`config.mk`:
```
export PLATFORM = sky130hd
export DESIGN_NAME = id_ex_stage_flat
export DESIGN_NICKNAME = d
export VERILOG_FILES = /design/src/rtl/id_ex_stage_if.sv /design/src/rtl/id_ex_stage.sv /design/src/flat_wrapper.sv
export SDC_FILE = /design/constraint.sdc
export NUM_CORES = 1
export LEC_CHECK = 0
export ABC_CLOCK_PERIOD_IN_PS = 1900
export CORE_ASPECT_RATIO = 1.25
export CORE_MARGIN = 5
export CORE_UTILIZATION = 36
export DETAILED_ROUTE_END_ITERATION = 6
export GPL_ROUTABILITY_DRIVEN = 0
export PLACE_DENSITY = 0.76
export SLEW_MARGIN = 10
export SYNTH_ARGS = -nofsm -noshare
export SYNTH_HDL_FRONTEND = slang
export SYNTH_SLANG_ARGS = --single-unit
```
`constraint.sdc`:
```
create_clock -name clk -period 1.9 [get_ports clk]
set_input_delay 0.285 -clock clk [delete_from_list [all_inputs] [get_ports clk]]
set_output_delay 0.285 -clock clk [all_outputs]
set_load 0.1 [all_outputs]
```
`src/rtl/id_ex_stage_if.sv`:
```
// ID -> ID/EX -> EX bundle: decoded instruction fields in, registered
// EX-stage fields and fetch write-enables out.
interface id_ex_stage_if #(
  parameter int DATA_W = 32,
  parameter int REG_AW = 5,
  parameter int CNT_W  = 16
);
  logic [REG_AW-1:0] IF_ID_RS, IF_ID_RT, IF_ID_RD;
  logic [DATA_W-1:0] ID_Data1, ID_Data2, ID_Imm;
  logic [7:0]        ID_Ctrl;
  logic              Flush, Hold;

  logic [REG_AW-1:0] ID_EX_RS, ID_EX_RT, ID_EX_RegWriteAdd;
  logic [DATA_W-1:0] ID_EX_Data1, ID_EX_Data2, ID_EX_Imm;
  logic [7:0]        ID_EX_Ctrl;
  logic              PC_Write, IF_ID_Write;
  logic [CNT_W-1:0]  Stall_Count;

  // pipeline register side
  modport slave (
    input  IF_ID_RS, IF_ID_RT, IF_ID_RD, ID_Data1, ID_Data2, ID_Imm,
           ID_Ctrl, Flush, Hold,
    output ID_EX_RS, ID_EX_RT, ID_EX_RegWriteAdd, ID_EX_Data1, ID_EX_Data2,
           ID_EX_Imm, ID_EX_Ctrl, PC_Write, IF_ID_Write, Stall_Count
  );

  // decode / driver side
  modport master (
    output IF_ID_RS, IF_ID_RT, IF_ID_RD, ID_Data1, ID_Data2, ID_Imm,
           ID_Ctrl, Flush, Hold,
    input  ID_EX_RS, ID_EX_RT, ID_EX_RegWriteAdd, ID_EX_Data1, ID_EX_Data2,
           ID_EX_Imm, ID_EX_Ctrl, PC_Write, IF_ID_Write, Stall_Count
  );
endinterface

```
`src/rtl/id_ex_stage.sv`:
```
// ID/EX pipeline register with load-use bubble insertion, branch flush
// (remembered across a downstream hold) and a saturating stall counter.
module id_ex_stage #(
  parameter int DATA_W = 32,
  parameter int REG_AW = 5,
  parameter int CNT_W  = 16
) (
  input  logic          clk,
  input  logic          rst_n,
  id_ex_stage_if.slave  bus
);

  typedef struct packed {
    logic [REG_AW-1:0] rs;
    logic [REG_AW-1:0] rt;
    logic [REG_AW-1:0] wa;
    logic [DATA_W-1:0] d1;
    logic [DATA_W-1:0] d2;
    logic [DATA_W-1:0] imm;
    logic [7:0]        ctrl;
  } fields_t;

  fields_t          fields_q, fields_d;
  logic             flush_pend_q, flush_pend_d;
  logic [CNT_W-1:0] stall_cnt_q, stall_cnt_d;
  logic             lu, fl;

  // Load in EX whose rt matches either source slot in ID. Conservative:
  // rt in ID may only be a destination, but we stall anyway. $0 never stalls.
  always_comb begin
    lu = fields_q.ctrl[5] && (fields_q.rt != '0) &&
         ((fields_q.rt == bus.IF_ID_RS) || (fields_q.rt == bus.IF_ID_RT));
    fl = bus.Flush | flush_pend_q;
  end

  // Wrong-path instruction in ID is being squashed, so a flush cancels the stall
  assign bus.PC_Write    = ~bus.Hold & ~(lu & ~fl);
  assign bus.IF_ID_Write = ~bus.Hold & ~(lu & ~fl);

  assign bus.ID_EX_RS          = fields_q.rs;
  assign bus.ID_EX_RT          = fields_q.rt;
  assign bus.ID_EX_RegWriteAdd = fields_q.wa;
  assign bus.ID_EX_Data1       = fields_q.d1;
  assign bus.ID_EX_Data2       = fields_q.d2;
  assign bus.ID_EX_Imm         = fields_q.imm;
  assign bus.ID_EX_Ctrl        = fields_q.ctrl;
  assign bus.Stall_Count       = stall_cnt_q;

  // Next-state: hold > flush > load-use bubble > capture
  always_comb begin
    fields_d     = fields_q;
    flush_pend_d = flush_pend_q;
    stall_cnt_d  = stall_cnt_q;
    if (bus.Hold) begin
      // a flush seen while frozen must still squash on the first free edge
      if (bus.Flush) flush_pend_d = 1'b1;
    end else if (fl) begin
      fields_d     = '0;
      flush_pend_d = 1'b0;
    end else if (lu) begin
      // zeroed rs/rt keep forwarding (which ignores $0) out of the bubble
      fields_d = '0;
      if (stall_cnt_q != '1) stall_cnt_d = stall_cnt_q + CNT_W'(1);
    end else begin
      fields_d.rs   = bus.IF_ID_RS;
      fields_d.rt   = bus.IF_ID_RT;
      fields_d.wa   = bus.ID_Ctrl[2] ? bus.IF_ID_RD : bus.IF_ID_RT;
      fields_d.d1   = bus.ID_Data1;
      fields_d.d2   = bus.ID_Data2;
      fields_d.imm  = bus.ID_Imm;
      fields_d.ctrl = bus.ID_Ctrl;
    end
  end

  // State registers, async clear
  always_ff @(posedge clk or negedge rst_n) begin
    if (!rst_n) begin
      fields_q     <= '0;
      flush_pend_q <= 1'b0;
      stall_cnt_q  <= '0;
    end else begin
      fields_q     <= fields_d;
      flush_pend_q <= flush_pend_d;
      stall_cnt_q  <= stall_cnt_d;
    end
  end

endmodule

```
`src/flat_wrapper.sv`:
```
// flat-port wrapper written by rule: the top's interface ports become plain ports
module id_ex_stage_flat 
#(
  parameter int DATA_W = 32,
  parameter int REG_AW = 5,
  parameter int CNT_W  = 16
)
  (clk, rst_n, bus_IF_ID_RS, bus_IF_ID_RT, bus_IF_ID_RD, bus_ID_Data1, bus_ID_Data2, bus_ID_Imm, bus_ID_Ctrl, bus_Flush, bus_Hold, bus_ID_EX_RS, bus_ID_EX_RT, bus_ID_EX_RegWriteAdd, bus_ID_EX_Data1, bus_ID_EX_Data2, bus_ID_EX_Imm, bus_ID_EX_Ctrl, bus_PC_Write, bus_IF_ID_Write, bus_Stall_Count);
  id_ex_stage_if #(.DATA_W(DATA_W), .REG_AW(REG_AW), .CNT_W(CNT_W)) bus_i ();
  input  logic clk;
  input  logic rst_n;
  input wire logic [$bits(bus_i.IF_ID_RS)-1:0] bus_IF_ID_RS;
  input wire logic [$bits(bus_i.IF_ID_RT)-1:0] bus_IF_ID_RT;
  input wire logic [$bits(bus_i.IF_ID_RD)-1:0] bus_IF_ID_RD;
  input wire logic [$bits(bus_i.ID_Data1)-1:0] bus_ID_Data1;
  input wire logic [$bits(bus_i.ID_Data2)-1:0] bus_ID_Data2;
  input wire logic [$bits(bus_i.ID_Imm)-1:0] bus_ID_Imm;
  input wire logic [$bits(bus_i.ID_Ctrl)-1:0] bus_ID_Ctrl;
  input wire logic [$bits(bus_i.Flush)-1:0] bus_Flush;
  input wire logic [$bits(bus_i.Hold)-1:0] bus_Hold;
  output wire logic [$bits(bus_i.ID_EX_RS)-1:0] bus_ID_EX_RS;
  output wire logic [$bits(bus_i.ID_EX_RT)-1:0] bus_ID_EX_RT;
  output wire logic [$bits(bus_i.ID_EX_RegWriteAdd)-1:0] bus_ID_EX_RegWriteAdd;
  output wire logic [$bits(bus_i.ID_EX_Data1)-1:0] bus_ID_EX_Data1;
  output wire logic [$bits(bus_i.ID_EX_Data2)-1:0] bus_ID_EX_Data2;
  output wire logic [$bits(bus_i.ID_EX_Imm)-1:0] bus_ID_EX_Imm;
  output wire logic [$bits(bus_i.ID_EX_Ctrl)-1:0] bus_ID_EX_Ctrl;
  output wire logic [$bits(bus_i.PC_Write)-1:0] bus_PC_Write;
  output wire logic [$bits(bus_i.IF_ID_Write)-1:0] bus_IF_ID_Write;
  output wire logic [$bits(bus_i.Stall_Count)-1:0] bus_Stall_Count;
  assign bus_i.IF_ID_RS = bus_IF_ID_RS;
  assign bus_i.IF_ID_RT = bus_IF_ID_RT;
  assign bus_i.IF_ID_RD = bus_IF_ID_RD;
  assign bus_i.ID_Data1 = bus_ID_Data1;
  assign bus_i.ID_Data2 = bus_ID_Data2;
  assign bus_i.ID_Imm = bus_ID_Imm;
  assign bus_i.ID_Ctrl = bus_ID_Ctrl;
  assign bus_i.Flush = bus_Flush;
  assign bus_i.Hold = bus_Hold;
  assign bus_ID_EX_RS = bus_i.ID_EX_RS;
  assign bus_ID_EX_RT = bus_i.ID_EX_RT;
  assign bus_ID_EX_RegWriteAdd = bus_i.ID_EX_RegWriteAdd;
  assign bus_ID_EX_Data1 = bus_i.ID_EX_Data1;
  assign bus_ID_EX_Data2 = bus_i.ID_EX_Data2;
  assign bus_ID_EX_Imm = bus_i.ID_EX_Imm;
  assign bus_ID_EX_Ctrl = bus_i.ID_EX_Ctrl;
  assign bus_PC_Write = bus_i.PC_Write;
  assign bus_IF_ID_Write = bus_i.IF_ID_Write;
  assign bus_Stall_Count = bus_i.Stall_Count;
  id_ex_stage #(.DATA_W(DATA_W), .REG_AW(REG_AW), .CNT_W(CNT_W)) u_core (.clk(clk), .rst_n(rst_n), .bus(bus_i));
endmodule
```
==> impl_metrics.yaml, run 1 <==
worst_setup_path:
  cp.required_ns: 2.20
  cp-end-kind: "register"
  worstSetupStartpointType: "register"
  criticalPathCategory: "register to register"
  rr_worst_depth: 12
  cp_max_fo: 4
  cp.arrival_ns: 2.73
global_routing:
  grtUsageTotal_pct: 20.29
  grt_pass1_wl_um: 27590
  antenna_found_initial: 0
  grt_max_degree: 120
  gr-total-overflow: 0
  grt_pass1_vias: 4893
finish:
  drive_above_1_share_pct: 38.61
  nFillCells: 1077
  finalNonFillerCells: 867
  design_area_mm2: 0.009190
  syn_to_final_growth_pct: 74.34
  final_nets: 800
  diodes: 0
detailed_routing:
  viasPerCell: 5.247
  dr.pass1.iters: 4
  routed_wl_um: 18350
  wire_per_inst_um: 21.16
  via_count: 4549
  postRouteAntennaNets: 0
  drc: 0
  drt_iter0_markers: 197
clock_tree:
  clk-insertion-delay-late_ns: 0.41
  cts_tree: "done"
  clock_sinks: 136
  root_buffer: "clkbuf_16"
  htreeDepth: 4
  numCtsBuffers: 17
  clk_pin_slew_ns: 0.06
  cts_buffer_depth: 2
power_and_ir_drop:
  p_leak_nw: 4.330
  pwr_density_cell_mw_per_mm2: 1026
  ir_drop_uv: 774.3
logic_synthesis:
  post_synth_instance_area_mm2: 0.005271
  synth.avg_cell_area_um2: 14.13
  synth_flop_cell: "dfrtp_1"
  yosysTopAreaCell: "dfrtp_1"
  yosysUniqueCellTypes: 29
  yosysWarnings: 0
  synth_mux_area_share_pct: 1.282
  synth_compound_area_share_pct: 20.56
  synth_adder_area_share_pct: 0.2374
  ys_ff_latch: 136
  synth_area_leaders: "dfrtp_1 (65%), a22o_1 (20%), xnor2_1 (4.2%)"
  synth_edf_count: 0
  syn_nets: 497
  yosys.cell_count.top_type: "dfrtp_1"
  yosysTopAreaCellShare_pct: 64.56
  synth_top_family_by_area: "compound AO/OA/AOI/OAI gates"
  syn-instance-count: 373
  async_flop_share_pct: 100.0
  synth-xor-area-share_pct: 4.154
  synth-simple-area-share_pct: 5.222
  seq_area_frac_synth_pct: 64.56
  ys_top_cells_by_count: "dfrtp_1 (136), a22o_1 (119), xnor2_1 (25), clkbuf_1 (15), nand4_1 (12)"
placement:
  place_area_mm2: 0.007921
  dpl.cell_count: 802
  portBuffers: 259
  hpwl_um: 11560
floorplanning:
  die_w_um: 118.2
  num_rows: 49
  start_util_pct: 36.59
  core-area_mm2: 0.01441
  die_area_mm2: 0.01718
  die_h_um: 145.3
  io_pins: 260
timing:
  max_clock_freq_mhz: 411.6
  relSlewSlack_pct: 14.63
  hold_violations: 0
  rsz0062_at_grt: "yes"
  worst_pin_slew_ns: 1.281
  slew_violations: 0
  fin_ws_ns: -0.5297
  finClkSkew_ns: 0.009920
  period_minus_slack_ns: 2.430
  whs_ns: 0.1800
  tns_ns: -58.33
  finalSetupViolations: 136
  finalCritPeriodShare_pct: 127.9
hold_path:
  hold_path_class: "input port to register"
  holdPathStages: 2
status:
  status: "finished with violations"
  violations: "negative setup slack"
run:
  maxCapViolCount: 0
[state kept, by name (all words and copies together), names as in the netlist]
register                      cells
u_core.flush_pend_q               1
u_core.bus.ID_EX_Imm             32
u_core.bus.ID_EX_Data2           32
u_core.bus.ID_EX_RT               5
u_core.bus.Stall_Count           16
u_core.bus.ID_EX_Data1           32
u_core.bus.ID_EX_RegWriteAdd      5
u_core.bus.ID_EX_Ctrl             8
u_core.bus.ID_EX_RS               5
[metrics by stage]
step / utilization [%] / total power, mW / worst slack [ns]
2_1_floorplan: - / 4.977 / -0.7782
3_3_place_gp: 54.98 / 5.754 / -0.1290
3_5_place_dp: 54.98 / 5.785 / -0.1561
4_1_cts: 63.07 / 9.476 / -0.5518
5_1_grt: 63.79 / 9.714 / -0.5655
6_report: 63.79 / 9.427 / -0.5297
[critical path: stages, from the launching register on]
cell,delay (ns)
dfrtp_4,0.47
or4_4,0.55
o21ai_4,0.16
buf_4,0.14
buf_6,0.09
buf_6,0.09
buf_6,0.09
buf_6,0.09
buf_6,0.08
buf_6,0.10
a21oi_2,0.05
nand3_2,0.12
mux2_4,0.30
[path summary, 6_finish.rpt]
path / startpoint / endpoint / slack, ns
setup / recovery: u_core.bus.ID_EX_RT[2] / u_core.bus.Stall_Count[1] / -0.53
setup reg to reg: u_core.bus.ID_EX_RT[2] / u_core.bus.Stall_Count[1] / -0.53
min in group asynchronous: rst_n / u_core.bus.Stall_Count[1] / 0.37
max in group asynchronous: rst_n / u_core.bus.ID_EX_Data1[29] / 0.90
hold / removal: bus_Hold / u_core.flush_pend_q / 0.18
hold reg to reg: u_core.bus.Stall_Count[8] / u_core.bus.Stall_Count[8] / 0.49
[cells by family (layout without fill, tap and decap cells)]
logic type,Yosys count,after routing
xor+xnor,25,25
buf+inv,31,347
compound gates,124,124
mux,6,6
fa+ha+maj,1,1
simple gates,50,50
flops,136,136
[cells in the final DEF (no fill, tap or decap), types with 6 or more instances in the layout]
cell	synthesis	final
buf_4	3	149
dfrtp_1	136	114
a22o_1	119	119
nand4_1	12	12
buf_6	11	12
clkbuf_16	0	19
and3_1	7	7
nand3_1	8	6
dfrtp_4	0	11
clkdlybuf4s50_1	0	120
buf_12	0	20
dfrtp_2	0	11
nand2_1	8	8
xnor2_1	25	24
buf_16	0	6
[per-layer routing]
| layer | global-route usage (%) | wire (um) | part of all wire (%) | up-vias |
|---|---|---|---|---|
| met5 | 0 | 0 | 0 | - |
| met1 | 23.06 | 6804 | 37 | 2289 |
| met3 | 4.671 | 1055 | 5.8 | 32 |
| li1 | - | - | - | 2034 |
| met2 | 36.40 | 10070 | 55 | 194 |
| met4 | 8.319 | 416 | 2.3 | 0 |
[where the power goes]
| group | total (mW) | switching [mW] | internal (mW) |
|---|---|---|---|
| logic | 2.69 | 1.86 | 0.830 |
| registers | 3.22 | 0.129 | 3.09 |
| clock network | 3.51 | 1.27 | 2.24 |
[timing repair]
item                                   in CTS  in global routing
setup endpoints to repair                 122                134
endpoints found under the hold margin      39                  0
resized for setup                          21                 24
pin swaps                                   7                 25
hold buffers                                1                  0
setup buffers                              12                 14
gates cloned                               12                  2
[area by class of cell]
| class | instances | area, um^2 | area share [%] |
|---|---|---|---|
| inverters | 1 | 3.754 | 0.04084 |
| repair buffers | 314 | 3141 | 34.17 |
| clock inverters | 14 | 196.4 | 2.138 |
| well taps | 178 | 222.7 | 2.423 |
| multi-input cells | 206 | 1729 | 18.82 |
| flip-flops and latches | 136 | 3458 | 37.63 |
| clock buffers | 18 | 439.2 | 4.779 |
Note: power is estimated with default switching activity, not from simulation.
==> run 2: changes to the inputs <==
- CORE_UTILIZATION: 36 -> 38
- CTS_BUF_LIST: default -> sky130_fd_sc_hd__clkbuf_2
- PLACE_DENSITY: 0.76 -> 0.79
==> impl_metrics.yaml, run 2 (synthesis gave the netlist of run 1 again) <==
status:
  status: "finished with violations"
  violations: "negative setup slack"
floorplanning:
  die_area_mm2: 0.01634
  num_rows: 48
  core-area_mm2: 0.01369
  die_w_um: 115.3
  die_h_um: 141.7
  io_pins: 260
  start_util_pct: 38.50
detailed_routing:
  wire_per_inst_um: 20.87
  viasPerCell: 5.268
  drt_iter0_markers: 286
  via_count: 4578
  postRouteAntennaNets: 0
  routed_wl_um: 18140
  drc: 0
  dr.pass1.iters: 4
worst_setup_path:
  path_delay_family: "simple AND/OR/NAND/NOR gates"
  cp.arrival_ns: 2.40
  cp.required_ns: 1.62
  r2r_setup_slack_ns: -0.34
  worstSetupStartpointType: "register"
  slowest_delay_ns: 0.55
  criticalPathCategory: "register to output port"
  cp_max_fo: 2
  path_buf_inv: 2
  cp-end-kind: "output port"
  cp_slowest_cell: "or4_4"
  path_cells: "or4_4 > o21ai_4 > inv_2 > a31oi_4 > buf_12"
timing:
  fin_ws_ns: -0.7856
  finalCritPeriodShare_pct: 141.3
  slew_violations: 0
  hold_violations: 0
  rsz0062_at_grt: "yes"
  max_clock_freq_mhz: 372.4
  relSlewSlack_pct: 55.50
  whs_ns: 0.1017
  tns_ns: -34.92
  period_minus_slack_ns: 2.686
  worst_pin_slew_ns: 0.6676
  finClkSkew_ns: 0.04347
  finalSetupViolations: 130
global_routing:
  grt_pass1_vias: 4976
  grtUsageTotal_pct: 22.18
  gr-total-overflow: 0
  grt_max_degree: 64
  grt_pass1_wl_um: 27990
  antenna_found_initial: 0
clock_tree:
  clk-insertion-delay-late_ns: 0.66
  root_buffer: "clkbuf_2"
  cts_buffer_depth: 2
  numCtsBuffers: 17
  htreeDepth: 4
  clk_pin_slew_ns: 0.23
  clock_sinks: 136
  cts_tree: "done"
placement:
  portBuffers: 259
  hpwl_um: 11550
  place_ws_ns: -0.1668
finish:
  drive_above_1_share_pct: 38.76
  diodes: 0
  final_util_pct: 65.68
  syn_to_final_growth_pct: 70.61
  layout_commonest_cell: "buf_4"
  final_nets: 805
  layout_common_cells: "buf_4 (149), clkdlybuf4s50_1 (120), a22o_1 (118)"
power_and_ir_drop:
  p_leak_nw: 4.253
  ir_drop_uv: 465.3
  power_mw: 7.792
  pwr_density_cell_mw_per_mm2: 866.4
run:
  maxCapViolCount: 0
hold_path:
  hold_path_class: "input port to asynchronous set/reset pin"
-- run 2: cell types whose count changed in the layout (fill, tap and decap cells not counted), sizes merged --
cell         before  now
buf             191  197
inv               3    8
clkinv            5    2
bufinv            4    2
clkbuf           20   18
dlygate4sd3       1    2
-- run 2: where the power goes --
group          switching (mW)  internal, mW
Combinational            1.88         0.873
Clock                    1.18         0.646
Sequential              0.130          3.09
-- run 2: final timing paths --
check / from / endpoint / cells past startpoint
worst max-delay path: u_core.bus.ID_EX_RT[4] / bus_PC_Write / 5
worst min-delay path: rst_n / u_core.bus.ID_EX_Data2[14] / 2
worst max register to register: u_core.bus.ID_EX_RT[4] / u_core.bus.ID_EX_Data2[1] / 10
worst min register to register: u_core.bus.Stall_Count[15] / u_core.bus.Stall_Count[15] / 1
max in group asynchronous: rst_n / u_core.bus.Stall_Count[11] / 3
min in group clk: bus_ID_Imm[27] / u_core.bus.ID_EX_Imm[27] / 2
-- run 2: worst register-to-register path, stage by stage (launching register included) --
cell and delay [ns]:
dfrtp_4 0.52, or4_4 0.55, o21ai_4 0.15, inv_2 0.07
buf_4 0.15, a21oi_4 0.14, buf_12 0.16, buf_8 0.12
buf_6 0.10, buf_16 0.11, a22o_1 0.15
-- run 2: through the flow --
stage	cell area, um^2	std cells
after floorplan	5380	373
after global placement	7940	802
after detailed placement	7940	802
after CTS	8916	868
after global routing	8994	869
final	8994	869
-- run 2: layout make-up --
| class | instances | area, um^2 |
|---|---|---|
| Tap cell | 175 | 219.0 |
| Inverter | 1 | 3.754 |
| Timing Repair Buffer | 319 | 3329 |
| Clock inverter | 14 | 162.7 |
| Clock buffer | 18 | 90.09 |
| Multi-Input combinational cell | 206 | 1730 |
| Fill cell | 1042 | 4700 |
| Sequential cell | 136 | 3458 |
-- run 2: layer usage --
metal  up-vias  part of all wire [%]  global-route usage, %
met2       223                    52                  37.29
li1       2042                     -                      -
met3        31                   8.2                  6.399
met4         0                   2.8                  7.602
met5         -                     0                      0
met1      2282                    38                  27.21
-- run 2: repair_timing --
item	CTS	global route
hold buffers	2	0
cloned	15	0
pin swaps	15	25
resized for setup	37	14
buffers inserted	17	4
hold endpoints to repair	137	0
setup endpoints to repair	130	140
